--- src/rtl/irq_arbiter.sv ---
// Edge-triggered, maskable, fixed-priority interrupt arbiter for the single-cycle MIPS core.
// Sequences one non-nested ISR at a time and supplies the vector address of the current winner.
module irq_arbiter #(
  parameter int          NUM_SRC    = 4,
  parameter logic [31:0] VEC_BASE   = 32'h0000_0100,
  parameter logic [31:0] VEC_STRIDE = 32'h0000_0010
) (
  input  logic               clk,
  input  logic               rst_n,
  input  logic [NUM_SRC-1:0] irq_src,
  input  logic               irq_entry,
  input  logic               irq_resume,
  input  logic               mask_we,
  input  logic [NUM_SRC-1:0] mask_wd,
  input  logic [NUM_SRC-1:0] ovf_clr,
  output logic               irq,
  output logic               irq_active,
  output logic [2:0]         irq_id,
  output logic [31:0]        isr_addr,
  output logic [NUM_SRC-1:0] pending,
  output logic [NUM_SRC-1:0] mask,
  output logic [NUM_SRC-1:0] ovf
);

  typedef enum logic [0:0] {
    ST_IDLE   = 1'b0,
    ST_ACTIVE = 1'b1
  } state_t;

  state_t             r_state;
  state_t             w_state_nxt;
  logic [NUM_SRC-1:0] r_src_q;
  logic [NUM_SRC-1:0] r_pending;
  logic [NUM_SRC-1:0] r_mask;
  logic [NUM_SRC-1:0] r_ovf;
  logic [2:0]         r_irq_id;

  logic [NUM_SRC-1:0] w_edge;
  logic [NUM_SRC-1:0] w_req;
  logic               w_any;
  logic [2:0]         w_sel_id;
  logic               w_ack;
  logic [NUM_SRC-1:0] w_clr;

  assign w_edge = irq_src & ~r_src_q;
  assign w_req  = r_pending & r_mask;
  assign w_any  = |w_req;

  // Lowest pending-and-enabled index wins.
  always_comb begin
    w_sel_id = 3'd0;
    for (int i = NUM_SRC - 1; i >= 0; i--) begin
      if (w_req[i]) begin
        w_sel_id = 3'(i);
      end else begin
        w_sel_id = w_sel_id;
      end
    end
  end

  assign w_ack = (r_state == ST_IDLE) && irq_entry && w_any;
  assign w_clr = w_ack ? (NUM_SRC'(1) << w_sel_id) : {NUM_SRC{1'b0}};

  // FSM next-state and request/active outputs; entry/resume only affect the next cycle.
  always_comb begin
    w_state_nxt = r_state;
    irq         = 1'b0;
    irq_active  = 1'b0;
    case (r_state)
      ST_IDLE: begin
        irq = w_any;
        if (w_ack) begin
          w_state_nxt = ST_ACTIVE;
        end else begin
          w_state_nxt = ST_IDLE;
        end
      end
      ST_ACTIVE: begin
        irq_active = 1'b1;
        if (irq_resume) begin
          w_state_nxt = ST_IDLE;
        end else begin
          w_state_nxt = ST_ACTIVE;
        end
      end
      default: begin
        w_state_nxt = ST_IDLE;
      end
    endcase
  end

  // State register.
  always_ff @(posedge clk or negedge rst_n) begin
    if (!rst_n) begin
      r_state <= ST_IDLE;
    end else begin
      r_state <= w_state_nxt;
    end
  end

  // Edge history, pending/overflow flags, mask and serviced id; a new edge beats the ack clear.
  always_ff @(posedge clk or negedge rst_n) begin
    if (!rst_n) begin
      r_src_q   <= {NUM_SRC{1'b0}};
      r_pending <= {NUM_SRC{1'b0}};
      r_ovf     <= {NUM_SRC{1'b0}};
      r_mask    <= {NUM_SRC{1'b0}};
      r_irq_id  <= 3'd0;
    end else begin
      r_src_q   <= irq_src;
      r_pending <= (r_pending & ~w_clr) | w_edge;
      r_ovf     <= (r_ovf & ~ovf_clr) | (w_edge & r_pending & ~w_clr);
      if (mask_we) begin
        r_mask <= mask_wd;
      end else begin
        r_mask <= r_mask;
      end
      if (w_ack) begin
        r_irq_id <= w_sel_id;
      end else begin
        r_irq_id <= r_irq_id;
      end
    end
  end

  assign isr_addr = VEC_BASE + ({29'd0, w_sel_id} * VEC_STRIDE);
  assign irq_id   = r_irq_id;
  assign pending  = r_pending;
  assign mask     = r_mask;
  assign ovf      = r_ovf;

endmodule

--- config.mk ---
export PLATFORM = sky130hd
export DESIGN_NAME = irq_arbiter
export DESIGN_NICKNAME = d
export VERILOG_FILES = /design/src/rtl/irq_arbiter.sv
export SDC_FILE = /design/constraint.sdc
export NUM_CORES = 1
export LEC_CHECK = 0
export BUFFER_PORTS_ARGS = -buffer_cell sky130_fd_sc_hd__clkbuf_2
export CORE_ASPECT_RATIO = 1.75
export CORE_MARGIN = 2
export CORE_UTILIZATION = 42
export DETAILED_ROUTE_END_ITERATION = 6
export PLACE_DENSITY = 0.79
export SETUP_SLACK_MARGIN = 0.1
export SKIP_LAST_GASP = 1
export SYNTH_ARGS = -nofsm -noshare
export SYNTH_HDL_FRONTEND = slang
export SYNTH_SLANG_ARGS = --single-unit
--- constraint.sdc ---
create_clock -name clk -period 1.2 [get_ports clk]
set_input_delay 0.3 -clock clk [delete_from_list [all_inputs] [get_ports clk]]
set_output_delay 0.3 -clock clk [all_outputs]
set_load 0.01 [all_outputs]
# ---- After elaboration in Yosys (flattened, before gate mapping)
# Cells that the tools add are included.
dict set report totals {
  reg_bits 20
  input_bits 17
  out_inout_bits 49
}
dict set report classes {
  add_sub_neg 1
  shifts 1
  muxes 10
  bitwise_logic 12
  reduce_logical 3
}
# cell n
set ops {}
lappend ops {{4-bit bitwise AND} 6}
lappend ops {{4-bit inverter} 3}
lappend ops {{9-bit by 7-bit adder with 10-bit output (first input constant)} 1}
lappend ops {{4-bit OR} 2}
lappend ops {{2-bit 2-to-1 mux} 3}
lappend ops {{1-bit 2-to-1 mux} 4}
lappend ops {{4-bit 2-to-1 mux} 1}
lappend ops {{4-bit OR reduction} 1}
lappend ops {{1-bit by 3-bit left shift with 4-bit output (first input constant)} 1}
lappend ops {{3-bit 2-to-1 mux} 1}
lappend ops {{1-bit logical AND} 2}
lappend ops {{1-bit case mux with 2 select lines} 1}
lappend ops {{1-bit inverter} 1}

# ---- Logic depth before layout (Yosys ltp)
# Gate-level depths: netlist (run 1).
dict set report logic_depth {
  ltp_word 10
  mapped_depth 4
  mapped_depth_nobuf 3
}

# ---- Worst setup path after synthesis (run 1)
# Ideal clock, no wire load.
dict set report synth_timing {
  kind {reg2out}
  start {register r_pending[1], in the netlist pending[1]}
  end {output isr_addr[5]}
  arrival_time_ns 0.932
  setup_slack_ns -0.032
  stages_incl_launch_ff 3
  path_buffers 0
  cell_sequence {dfrtp_1 -> a22o_4 -> nor2b_1}
}
dict set report synth_via {
  elab_chain_len 4
}
# element line
set synth_rtl {}
lappend synth_rtl {{start, declared} 33} ;# logic [NUM_SRC-1:0] r_pending;
lappend synth_rtl {{start signal, assigned} 105} ;# r_pending <= {NUM_SRC{1'b0}};
lappend synth_rtl {{start signal, assigned} 111} ;# r_pending <= (r_pending & ~w_clr) | w_edge;
lappend synth_rtl {{4-bit bitwise AND} 46} ;# assign w_req = r_pending & r_mask;
lappend synth_rtl {{2-bit 2-to-1 mux} 53} ;# if (w_req[i]) begin
lappend synth_rtl {{3-bit 2-to-1 mux} 53}
lappend synth_rtl {{9-bit by 7-bit adder with 10-bit output} 126} ;# assign isr_addr = VEC_BASE + ({29'd0, w_sel_id} * VEC_STRIDE);
lappend synth_rtl {{end, declared} 19} ;# output logic [31:0] isr_addr,
# Every way passes these cells.

# ---- Final worst setup path (run 1)
dict set report layout_timing {
  start {register r_mask[3], in the netlist mask[3]}
  end {output isr_addr[5]}
}
dict set report layout_via {
  elab_chain_len 6
}
# element line
set layout_rtl {}
lappend layout_rtl {{start, declared} 34} ;# logic [NUM_SRC-1:0] r_mask;
lappend layout_rtl {{start signal, assigned} 107} ;# r_mask <= {NUM_SRC{1'b0}};
lappend layout_rtl {{start signal, assigned} 114} ;# r_mask <= mask_wd;
lappend layout_rtl {{start signal, assigned} 116} ;# r_mask <= r_mask;
lappend layout_rtl {{4-bit bitwise AND} 46}
lappend layout_rtl {{2-bit 2-to-1 mux (3 in a row)} 53}
lappend layout_rtl {{3-bit 2-to-1 mux} 53}
lappend layout_rtl {{9-bit by 7-bit adder with 10-bit output} 126}
# Every way passes these cells.

==> results of run 1 <==
## state kept, by name (all words and copies together), names as in the netlist
signal   count
pending      4
ovf          4
irq_id       2
r_state      1
r_src_q      4
mask         4
## how the worst max path moves through the flow
stage / startpoint / slack (ns) / endpoint / cells past startpoint
after floorplan: mask[1] / 0.01 / isr_addr[5] / 2
after global placement: mask[3] / -0.02 / isr_addr[5] / 3
after detailed placement: mask[3] / -0.04 / isr_addr[5] / 3
after CTS: pending[2] / -0.32 / irq / 4
after global routing: pending[3] / -0.38 / isr_addr[5] / 3
final: mask[3] / -0.35 / isr_addr[5] / 3
## layer usage
metal | vias to the layer above | wire length (µm) | track usage (%)
met3 | 4 | 140 | 3.13
met5 | - | 0 | 0
met2 | 44 | 1220 | 26.0
met4 | 0 | 31 | 4.30
met1 | 390 | 842 | 16.5
li1 | 384 | - | -
## layout by cell type, fill, tap and decap left out, drive strengths merged, types with 2 or more instances in the layout
master,count
nor2b,3
inv,9
nand2b,4
clkbuf,31
conb,31
a21oi,4
dfrtp,19
o31ai,3
buf,23
o21ai,6
a22o,2
o22ai,3
nand2,7
nor2,2
## worst register-to-register path, delay by kind of cell (launching register included)
family | cells | cell delay [ns]
compound gates | 3 | 0.63
flops | 1 | 0.42
buf+inv | 1 | 0.17
## logic make-up (layout without fill, tap and decap cells)
group           Yosys count  in the layout
flops                    19             19
mux                       1              1
compound gates           24             24
buf+inv                  41             63
other cells               2             31
simple gates             17             17
## repair_timing
item,CTS,global route
setup buffers,4,8
setup endpoints to repair,17,24
gates resized for setup,10,27
pin swaps,3,5
## where the power goes
group	leakage, nW	internal [mW]	total (mW)	switching (mW)
Sequential	0.216	0.752	0.843	0.0910
Combinational	0.499	0.440	0.883	0.443
Clock	0.0228	0.236	0.438	0.202
Total	0.738	1.43	2.16	0.736
## cell type report
class                           instances  area, µm²
Sequential cell                        19        482
Fill cell                             212        872
Timing Repair Buffer                   50        363
Tap cell                               25       31.3
Clock buffer                            4       45.0
Inverter                                9       33.8
Multi-Input combinational cell         73        504
==> reports/metrics.yaml, run 1 <==
synth:
  ys_seq_area_share_pct: 45.8
  yosys.area_share.simple_pct: 8.07
  synthTopCellsByCount: "buf_4, dfrtp_1, inv_1"
  synth_top_family_by_area: "buffers and inverters"
  yosys.area_share.adder_pct: 0
  syn_inst: 104
  synth_cell_types: 24
  synth-async-reset-ratio_pct: 100
  ys_seq_elements: 19
  yosysTopAreaCellShare_pct: 45.8
  synth_area_leaders: "dfrtp_1, buf_4, inv_1, o21ai_1, nand2_1"
  yosysMostFrequentCell: "buf_4"
  synth_compound_area_share_pct: 18.0
  netlist_area_um2: 1040
  yosys_warnings: 0
  synth.area.mux_share_pct: 1.08
  synth_ff_type: "dfrtp_1"
  synth_edf_count: 0
  synth_xor_area_share_pct: 0
  avgSynthCellArea_um2: 9.99
  yosysTopAreaCell: "dfrtp_1"
drt:
  drc: 0
  ant_nets: 0
  routedWlPerCell_um: 12.4
  via_count: 822
  drt_first_pass_iters: 3
  wl_um: 2230
  via_per_inst: 4.57
  drt-initial-drc-count: 13
outcome:
  violations: "negative hold slack, negative setup slack"
  outcome: "finished, violations left"
critical_path:
  cp-end-kind: "output pin"
  cpMaxStageDelayCell: "dfrtp_1"
  critPathRequiredTime_ns: 0.90
  reg2reg_from: "pending[1]"
  reg2regPathDepth: 4
  cp_slowest_stage_delay_ns: 0.44
  rr_endpoint: "pending[3]"
  path_delay_family: "flip-flops"
  path_max_fanout: 3
  arrival_ns: 1.25
  path_buf_inv: 1
  cp-start-kind: "flop"
  path_class: "reg -> out"
  ff2ff_setup_slack_ns: -0.13
  path_cells: "a22o_4 > nor2b_2 > clkbuf_2"
final_layout:
  drive_gt1_share_pct: 49.7
  diodes: 0
  area.growth.synth_to_final_pct: 40.5
  design_area_um2: 1460
  nets: 173
  fin_util_pct: 62.6
  final_cells: 180
timing:
  drv_slew: 0
  period_minus_slack_ns: 1.55
  finalHoldViolCount: 19
  skew_ns: 0.00358
  holdWs_ns: -0.00800
  tns_ns: -1.82
  fmax_mhz: 646
  period_share_pct: 129
  worst_slack_ns: -0.348
  setup_viol: 13
  rsz0062_at_grt: "yes"
floorplanning:
  dieArea_um2: 2900
  coreArea_um2: 2330
  die_h_um: 69.8
  row_count: 23
  initial_core_util_pct: 44.6
  die_w_um: 41.6
  ios: 66
placed_design:
  place_area_um2: 1200
  gp_congestion: 0.771
  dp_hpwl_um: 1620
  dp_slack_ns: -0.0424
  io_buffer_count: 34
  dpl.cell_count: 168
grt:
  antenna_found_initial: 0
  grt_pass1_vias: 752
  grtUsageTotal_pct: 14.5
  grt_start_max_net_pins: 20
  grt_overflow: 0
  grt_first_pass_wirelength_um: 3420
clock_network:
  clkLatencyLatePin_ns: 0.25
  cts_tree: "yes"
  htree_levels: 1
  cts.path.max_buffers: 2
  clkTransAtPathRegs_ns: 0.07
  root_buffer: "clkbuf_8"
  numCtsBuffers: 3
  clock-sinks: 19
  cts_hold_buffers: 0
power:
  powerDensity_nw_per_um2: 1480
  p_leak_nw: 0.738
  ir_drop_mv: 0.945
  p_total_mw: 2.16
worst_hold_path:
  hold_class: "in -> async"
job:
  cap_viol_max_count: 0
No activity file was read; power rests on OpenSTA's default activity.
==> run 2, diff against run 1 <==
Settings changed: SETUP_SLACK_MARGIN 0.1 to 0.05.
==> run 2 against run 1 <==
Net effect:
- the run ends with negative setup slack left
- cell count grew 4.4%
- flip-flop and latch count is the same
- sequential share of layout area shrank 0.83 points
- routed wire length grew 9.0%
- via count grew 3.9%
- critical path type unchanged
- critical endpoint is now irq
- highest routed layer unchanged
==> reports/metrics.yaml, run 2 (same netlist as run 1, synthesis figures left out) <==
worst_hold_path:
  min_path_cells: 1
  hold_class: "in -> reg"
  hold_start: "irq_src[1]"
drt:
  routedWlPerCell_um: 13.0
  maxUsedRoutingLayer: "met4"
  wl_um: 2440
  wl_met2_um: 1430
  drt-initial-drc-count: 14
  routed-wl-met3_um: 134
  ant_nets: 0
  via_count: 854
  met1_length_um: 820
  drc: 0
  drt_first_pass_iters: 6
  via_per_inst: 4.54
grt:
  grtUsageTotal_pct: 16.1
  grt_start_max_net_pins: 20
  grt_overflow: 0
  grt_first_pass_wirelength_um: 3660
  grt_pass1_vias: 850
  antenna_found_initial: 0
critical_path:
  cp-startpoint: "pending[3]"
  arrival_ns: 1.23
  critPathRequiredTime_ns: 0.90
  path_max_fanout: 3
  path_delay_family: "flip-flops"
  cp-end-kind: "output pin"
  cpMaxStageDelayCell: "dfrtp_2"
  crit_cells: 4
  path_cells: "a22o_4 > nor2_4 > nor2_2 > clkbuf_2"
  path_buf_inv: 1
  reg2reg_from: "mask[3]"
  cp-start-kind: "flop"
  reg2regPathDepth: 6
  ff2ff_setup_slack_ns: -0.18
  cp_slowest_stage_delay_ns: 0.42
  path_class: "reg -> out"
power:
  p_leak_nw: 0.779
  powerDensity_nw_per_um2: 1460
  combPwrFrac_pct: 42.0
  switchingPower_mw: 0.719
  ir_drop_mv: 1.06
  power.share.clock_pct: 20.1
  internal_power_mw: 1.47
  seqPwrFrac_pct: 37.8
  p_total_mw: 2.19
  p_sw_share_pct: 32.9
timing:
  setup_viol: 16
  worst_slack_ns: -0.332
  holdWs_ns: 0.161
  finalHoldViolCount: 0
  period_share_pct: 128
  period_minus_slack_ns: 1.53
  skew_ns: 0.00184
  rsz0062_at_grt: "yes"
  drv_slew: 0
  fmax_mhz: 653
clock_network:
  root_buffer: "clkbuf_8"
  htree_levels: 1
  clkLatencyLatePin_ns: 0.25
  clkTransAtPathRegs_ns: 0.07
  numCtsBuffers: 3
  clock-sinks: 19
  cts.path.max_buffers: 2
  cts_tree: "yes"
floorplanning:
  coreArea_um2: 2330
  initial_core_util_pct: 44.6
  die_w_um: 41.6
  die_h_um: 69.8
  dieArea_um2: 2900
  ios: 66
  row_count: 23
placed_design:
  place_area_um2: 1210
  gp_congestion: 0.835
  io_buffer_count: 34
  dp_hpwl_um: 1650
final_layout:
  fin_util_pct: 64.0
  fill_cells: 197
  diodes: 0
  final_common_cell: "conb_1"
  drive_gt1_share_pct: 49.1
  nets: 181
  mostFrequentLayoutCells: "conb_1, clkbuf_2, dfrtp_1, buf_6, buf_4"
  design_area_um2: 1490
  area.growth.synth_to_final_pct: 43.7
outcome:
  outcome: "finished, violations left"
  violations: "negative setup slack"
job:
  cap_viol_max_count: 0
run 2: changes by cell type in the layout (fill, tap and decap cells not counted), sizes merged:
cell | previous run | this run
buf | 23 | 32
dlygate4sd3 | 0 | 1
clkbuf | 31 | 29
run 2: area by class of cell:
class | count | area (µm²) | area share (%)
Sequential cell | 19 | 480 | 32.2
Multi-Input combinational cell | 73 | 475 | 31.9
Timing Repair Buffer | 58 | 427 | 28.6
Clock buffer | 4 | 45.0 | 3.02
Inverter | 9 | 33.8 | 2.26
Tap cell | 25 | 31.3 | 2.10
run 2: worst register-to-register path, stage by stage, from the launching register on:
cell	delay, ns
dfrtp_1	0.40
buf_4	0.14
buf_4	0.09
buf_4	0.09
a21bo_2	0.23
o31ai_4	0.20
o21ai_1	0.10
run 2: metrics by stage:
stage | TNS, ns | setup slack, ns | instances
floorplan | 0 | 0.0141 | 133
global placement | -0.0980 | -0.0506 | 171
detailed placement | -0.347 | -0.0772 | 171
CTS | -1.76 | -0.323 | 181
global route | -2.57 | -0.376 | 188
finish | -1.91 | -0.332 | 188
run 2: worst paths after layout:
| path | to |
|---|---|
| min in group asynchronous | ovf[0] |
| max in group asynchronous | pending[3] |
| max | irq |
| min | r_src_q[1] |
| min reg2reg | pending[3] |
| max reg2reg | pending[3] |
run 2: power groups by stage:
stage	logic, mW	clock network [mW]	registers, mW
floorplan	0.377	0	0.891
global placement	0.629	0	0.826
detailed placement	0.646	0	0.835
CTS	0.727	0.450	0.825
global route	0.985	0.478	0.842
finish	0.919	0.441	0.827
run 2: per-layer routing:
layer,global-route usage (%),up-vias
met5,0,-
met4,9.68,0
met3,2.86,7
met2,30.4,42
met1,15.2,409
li1,-,396
run 2: what timing repair did:
| item | CTS | global route |
|---|---|---|
| hold buffers | 1 | 0 |
| gates cloned | 0 | 0 |
| pin swaps | 2 | 4 |
| resized for setup | 9 | 30 |
| endpoints found under the setup margin | 18 | 21 |
| hold endpoints to repair | 17 | 0 |
| buffers inserted | 5 | 10 |
==> run 3, diff against run 2 <==
Settings changed: REMOVE_ABC_BUFFERS set to 1.
==> run 3 against run 2 <==
Net effect:
- the flow still finishes with violations (negative setup slack)
- die area did not move
- clock-buffer cell count did not move
- via count rose by 2.2%
- largest cell class unchanged
- critical path type unchanged
- non-clock buffer count rose by 3
- final area rose by 1.1%
==> reports/metrics.yaml, run 3 (same netlist as run 1, synthesis figures left out) <==
outcome:
  outcome: "finished, violations left"
  violations: "negative setup slack"
timing:
  drv_slew: 0
  period_share_pct: 128
  period_minus_slack_ns: 1.54
  finalHoldViolCount: 0
  skew_ns: 0.00443
  setup_viol: 16
  fmax_mhz: 650
  worst_slack_ns: -0.339
  tns_ns: -2.24
  holdWs_ns: 0.156
  rsz0062_at_grt: "yes"
power:
  powerDensity_nw_per_um2: 1460
  ir_drop_mv: 0.772
  p_sw_share_pct: 33.1
  internal_power_mw: 1.48
  power.share.clock_pct: 20.2
  combPwrFrac_pct: 42.2
  p_leak_nw: 0.788
  switchingPower_mw: 0.730
  seqPwrFrac_pct: 37.6
drt:
  via_count: 873
  drc: 0
  ant_nets: 0
  drt_first_pass_iters: 3
  routedWlPerCell_um: 12.5
  wl_um: 2380
  drt-initial-drc-count: 6
  via_per_inst: 4.57
floorplanning:
  initial_core_util_pct: 44.6
  row_count: 23
  coreArea_um2: 2330
  dieArea_um2: 2900
  die_h_um: 69.8
  ios: 66
  die_w_um: 41.6
final_layout:
  mostFrequentLayoutCells: "conb_1, clkbuf_2, dfrtp_1"
  diodes: 0
  final_common_cell: "conb_1"
  drive_gt1_share_pct: 47.0
  fill_cells: 184
  design_area_um2: 1510
  area.growth.synth_to_final_pct: 45.3
  fin_util_pct: 64.7
  nets: 184
clock_network:
  clkTransAtPathRegs_ns: 0.07
  htree_levels: 1
  root_buffer: "clkbuf_8"
  clock-sinks: 19
  cts.path.max_buffers: 2
  numCtsBuffers: 3
  cts_tree: "yes"
  clkLatencyLatePin_ns: 0.26
worst_hold_path:
  hold_start: "irq_src[1]"
  hold_class: "in -> reg"
  worstHoldEndpoint: "r_src_q[1]"
  min_path_cells: 1
critical_path:
  cp-start-kind: "flop"
  rr_endpoint: "ovf[3]"
  path_buf_inv: 1
  path_cells: "a22o_4 > nor2_4 > nor2_1 > clkbuf_2"
  critPathRequiredTime_ns: 0.90
  reg2regPathDepth: 5
  ff2ff_setup_slack_ns: -0.24
  reg2reg_from: "pending[1]"
  cp-end-kind: "output pin"
  cpMaxStageDelayCell: "dfrtp_2"
  path_class: "reg -> out"
  cp_slowest_stage_delay_ns: 0.45
  path_delay_family: "flip-flops"
  path_max_fanout: 5
  arrival_ns: 1.24
placed_design:
  io_buffer_count: 34
  dp_hpwl_um: 1550
  gp_congestion: 0.786
  place_area_um2: 1190
grt:
  grt_start_max_net_pins: 20
  antenna_found_initial: 0
  grt_first_pass_wirelength_um: 3650
  grt_pass1_vias: 834
  grtUsageTotal_pct: 16.0
  grt_overflow: 0
job:
  cap_viol_max_count: 0
run 3: per-stage QoR:
step           setup slack, ns  cells  power (mW)
4_1_cts                 -0.307    186        2.04
5_1_grt                 -0.398    191        2.33
2_1_floorplan          -0.0317    101        1.16
3_3_place_gp           -0.0932    171        1.43
6_report                -0.339    191        2.21
3_5_place_dp            -0.145    171        1.46
run 3: what timing repair did:
action,in CTS,in global routing
pin swaps,8,6
hold buffers,1,0
endpoints found under the hold margin,10,0
buffers inserted,12,6
endpoints found under the setup margin,17,21
resized for setup,12,28
run 3: power by group through the flow:
stage	combinational [mW]	sequential, mW	clock, mW
finish	0.931	0.830	0.446
global route	1.00	0.843	0.489
CTS	0.778	0.817	0.440
global placement	0.613	0.822	0
detailed placement	0.625	0.831	0
floorplan	0.272	0.886	0
run 3: worst reg2reg max path: cells and delay by family, from the launching register on:
kind / cells / cell delay [ns]
buffers and inverters: 2 / 0.26
AO/OA/AOI/OAI: 3 / 0.67
flip-flops: 1 / 0.40
run 3: worst max path at each step:
stage	startpoint	end	cells after the start	slack, ns
2_1_floorplan	pending[1]	isr_addr[5]	2	-0.03
3_3_place_gp	pending[3]	irq	4	-0.09
3_5_place_dp	pending[3]	irq	4	-0.15
4_1_cts	mask[1]	irq	4	-0.31
5_1_grt	pending[1]	isr_addr[5]	3	-0.40
6_report	mask[2]	irq	4	-0.34
run 3: layout make-up:
class | count | area (µm²) | area share (%)
multi-input cells | 73 | 470 | 31.2
repair buffers | 61 | 450 | 29.9
clock buffers | 4 | 45.0 | 2.99
inverters | 9 | 33.8 | 2.24
flip-flops and latches | 19 | 478 | 31.7
well taps | 25 | 31.3 | 2.07
run 3: layer usage:
layer / routed length (µm) / track usage, % / vias up
met3: 156 / 3.39 / 5
li1: - / - / 404
met2: 1330 / 30.0 / 50
met5: 0 / 0 / -
met4: 56 / 6.45 / 0
met1: 835 / 16.4 / 414
